<file path="src/rtl/reg_skid_2l_sclr.sv">
// Two-entry elastic buffer with a head and a skid register, registered ready/valid, synchronous clear.
// Define REG_SKID_LEVEL_EN to expose the occupancy count on port `level`.
module reg_skid_2l_sclr #(
    parameter int DATA_WIDTH = 1
) (
    input  logic                  clk,
    input  logic                  sclr,
    input  logic                  in_valid,
    output logic                  in_ready,
    input  logic [DATA_WIDTH-1:0] in_data,
    output logic                  out_valid,
    input  logic                  out_ready,
    output logic [DATA_WIDTH-1:0] out_data
`ifdef REG_SKID_LEVEL_EN
    ,
    output logic [1:0]            level
`endif
);

    // The state encoding doubles as the occupancy count.
    typedef enum logic [1:0] {
        ST_EMPTY = 2'd0,
        ST_ONE   = 2'd1,
        ST_FULL  = 2'd2
    } state_e;

    state_e                state_q, state_d;
    logic [DATA_WIDTH-1:0] head_q, head_d;
    logic [DATA_WIDTH-1:0] skid_q, skid_d;
    logic                  in_ready_q, in_ready_d;
    logic                  out_valid_q, out_valid_d;

    logic push;
    logic pop;

    assign push = in_valid && in_ready_q;
    assign pop  = out_valid_q && out_ready;

    // State register. The data registers are cleared too because out_data
    // must read as zero after a clear.
    // NOTE: non-blocking assignments keep every flop sampling pre-edge values.
    always_ff @(posedge clk) begin
        if (sclr) begin
            state_q     <= ST_EMPTY;
            head_q      <= '0;
            skid_q      <= '0;
            in_ready_q  <= 1'b1;
            out_valid_q <= 1'b0;
        end else begin
            state_q     <= state_d;
            head_q      <= head_d;
            skid_q      <= skid_d;
            in_ready_q  <= in_ready_d;
            out_valid_q <= out_valid_d;
        end
    end

    // Next-state and datapath.
    // NOTE: defaults first so every path assigns every signal (no latches).
    always_comb begin
        state_d = state_q;
        head_d  = head_q;
        skid_d  = skid_q;
        unique case (state_q)
            ST_EMPTY: begin
                if (push) begin
                    state_d = ST_ONE;
                    head_d  = in_data;
                end
            end
            ST_ONE: begin
                if (push && pop) begin
                    head_d = in_data;
                end else if (push) begin
                    state_d = ST_FULL;
                    skid_d  = in_data;
                end else if (pop) begin
                    state_d = ST_EMPTY;
                end
            end
            ST_FULL: begin
                if (pop) begin
                    state_d = ST_ONE;
                    head_d  = skid_q;
                end
            end
            default: begin
                state_d = ST_EMPTY;
            end
        endcase
    end

    // Handshake outputs are decoded from the next state and registered, so
    // out_ready never reaches in_ready combinationally.
    always_comb begin
        in_ready_d  = (state_d != ST_FULL);
        out_valid_d = (state_d != ST_EMPTY);
    end

    assign in_ready  = in_ready_q;
    assign out_valid = out_valid_q;
    assign out_data  = head_q;

`ifdef REG_SKID_LEVEL_EN
    assign level = state_q;
`endif

endmodule
</file>
<file path="config.mk">
export PLATFORM = sky130hd
export DESIGN_NAME = reg_skid_2l_sclr
export DESIGN_NICKNAME = d
export VERILOG_FILES = /design/src/rtl/reg_skid_2l_sclr.sv
export SDC_FILE = /design/constraint.sdc
export NUM_CORES = 1
export LEC_CHECK = 0
export CAP_MARGIN = 20
export CELL_PAD_IN_SITES_DETAIL_PLACEMENT = 1
export CELL_PAD_IN_SITES_GLOBAL_PLACEMENT = 1
export CORE_AREA = 2 2 39 41
export DETAILED_ROUTE_END_ITERATION = 16
export DIE_AREA = 0 0 41 43
export HOLD_SLACK_MARGIN = 0.05
export PLACE_DENSITY = 0.62
export SETUP_SLACK_MARGIN = 0.05
export SLEW_MARGIN = 25
export SYNTH_ARGS = -nofsm -noshare
export SYNTH_HDL_FRONTEND = slang
export SYNTH_SLANG_ARGS = --single-unit
</file>
<file path="constraint.sdc">
create_clock -name clk -period 1.75 [get_ports clk]
set_input_delay 0.2625 -clock clk [delete_from_list [all_inputs] [get_ports clk]]
set_output_delay 0.2625 -clock clk [all_outputs]
set_load 0.01 [all_outputs]
</file>
==> run metrics <==
Post-Route Setup TNS=0 ns; clock latency on the worst-skew pair=roughly 0.25 ns; DRC viols=0; CTS clk-pin slew, worst paths=about 0.050 ns; IO Port Bufs=7; fraction of layout cells with a size suffix above 1=12.2%; Slew Limit Fails=0; Clock Tree Buf Depth=2; WL final=roughly 640 um; largest net degree at the start of global routing=7; hold crit path type=reg -> reg; ANT cells=0; DIE AREA=between 0.0015 and 0.002 mm2; Starting DRT DRC Count=5; RSZ-0062 raised after global routing=no; actual slew at the worst max-slew pin=around 0.21 ns; Area growth syn-to-layout=40.5%; post-synthesis sequential area ratio=43.2%; cell area after synthesis=approximately 280 um2; Post-Place Cells=54; Comb pwr share=19.8%; Starting Density=20.1%; GP Congestion=0.684; register bit count reported by yosys=6; final period utilization=approximately 83%; startpoint types=flop; die height=approximately 43 um; Switch Pwr=around 0.1 mW; drt pass-1 iters=2; Worst EP arrival=approximately 1.2 ns; Slew Limit Headroom=between 80% and 90%; GR Util All Layers=9.56%; Hold Vio Cnt, Final=0; Net Count, Synth=36; largest area contributor in the netlist=dfxtp_1; initial antenna violation count=0; Cell Pwr Density=roughly 950 mW/mm2; routed via count=264; Synth Instances=31; Core Area=between 0.001 and 0.0015 mm2; CP Class=reg -> out; post_cts resized=0; Layout Cells excl Fill=57; CP bufs+invs=1; min cycle time layout=roughly 1.5 ns; vias in the first global route=roughly 250; TritonCTS Buffers=3; Net Sw Frac=between 20% and 30%; top cell type's share of synthesized area=a little over two fifths; Worst setup EP type=primary output; Yosys cell types=17; htree depth=1; Post-DP HPWL=about 470 um; CP peak stage delay=approximately 0.56 ns; Clk network pwr share=approximately 36%; slowest CP cell=clkdlybuf4s50_1; global-route wire length before repair=roughly 1000 um; Async SR Flop Fraction=0%; CTS tree=yes; CP Cell Sequence=clkdlybuf4s50_1; boundary pin count=8; Power Internal=0.270 mW; Max Freq=just under 0.7 GHz; final setup violating endpoints=0; crit path max fanout=4; Synth warnings=0; setup bufs post-CTS=0; vias per cell=between 4 and 5; maxcap violations=0; fin nets=48; run status=completed; Horiz. Die Dim=41 um; Most used DFF post-synth=dfxtp_1; Final Skew=around 0.0024 ns; P_leak=0.166 nW; dpl ws=about 0.29 ns; cts hold-fix bufs=0; CP delay by family, top=buffers and inverters; final worst setup slack=~0.30 ns; syn avg cell area=between 8 and 9 um2; part of the power in registers=~44%; Site Rows=14; Clk Tree Root Cell=clkbuf_4; GRT Residual Overflow=0; # fillers=174; CTS Sinks=6; Peak VDD IR=0.000316 V; synth top area cells=dfxtp_1 43%, mux2i_1 7.2%, a21oi_1 5.4%, a211oi_2 4.5%, nand2_1 4.1%; Post-synth EDFFs=0; synth cell count leaders=6 x dfxtp_1, 3 x a21oi_1, 3 x nand2_1, 3 x nor2_1; Antenna Violating Nets Remaining=0; most frequent cell after synthesis=dfxtp_1; drt wl/cell=between 10 and 15 um; critical path required time=about 1.5 ns
[stage by stage]
step | utilization, % | cell area (um2) | power, mW | hold WS [ns]
floorplan | - | 278 | 0.205 | 0.332
global placement | 26.6 | 368 | 0.240 | 0.476
finish | 28.2 | 390 | 0.370 | 0.510
detailed placement | 26.6 | 368 | 0.241 | 0.498
CTS | 28.2 | 390 | 0.377 | 0.513
global route | 28.2 | 390 | 0.395 | 0.528
[final timing paths]
check / startpoint / end / slack (ns) / cells after the start
hold reg to reg: out_data / out_data / 0.51 / 1
hold / removal: out_data / out_data / 0.51 / 1
setup / recovery: out_valid / out_valid / 0.30 / 1
setup reg to reg: state_q[1] / out_data / 0.65 / 3
[logic make-up after synthesis]
logic type | after synthesis | synth area share [%]
flops | 6 | 43.2
mux | 2 | 7.21
simple gates | 12 | 23.0
buf+inv | 2 | 2.70
compound gates | 9 | 23.9
[power by group through the flow]
stage / Clock [mW] / Combinational (mW) / Sequential (mW)
final: 0.133 / 0.0734 / 0.163
after global routing: 0.148 / 0.0809 / 0.166
after CTS: 0.139 / 0.0741 / 0.164
after detailed placement: 0 / 0.0737 / 0.167
after global placement: 0 / 0.0739 / 0.166
after floorplan: 0 / 0.0378 / 0.167
[routing by layer]
layer | wire (um) | GRT usage, % | up-vias
li1 | - | - | 133
met5 | 0 | 0 | -
met1 | 321 | 10.7 | 117
met2 | 246 | 10.9 | 10
met4 | 45 | 16.0 | 0
met3 | 28 | 1.57 | 4
[flip-flops by register name, indices dropped and copies added (netlist names)]
signal     flops
state_q        2
out_data       1
in_ready       1
skid_q         1
out_valid      1
[final cells by class]
cell class / count / area, um2 / area share [%]
multi-input cells: 23 / 150 / 38.5
flip-flops and latches: 6 / 120 / 30.8
well taps: 16 / 20.0 / 5.13
clock buffers: 3 / 22.5 / 5.77
inverters: 2 / 7.51 / 1.92
repair buffers: 7 / 70.1 / 17.9
[cells in the final DEF (no fill, tap or decap), types with 2 or more instances in the layout]
cell type | netlist | routed
clkdlybuf4s50_1 | 0 | 7
dfxtp_1 | 6 | 6
nor2_1 | 3 | 3
nand2_1 | 3 | 3
a21oi_1 | 3 | 3
clkbuf_4 | 0 | 3
mux2i_1 | 2 | 2
inv_1 | 2 | 2
nand3_1 | 2 | 2
No activity file was read; power rests on OpenSTA's default activity.
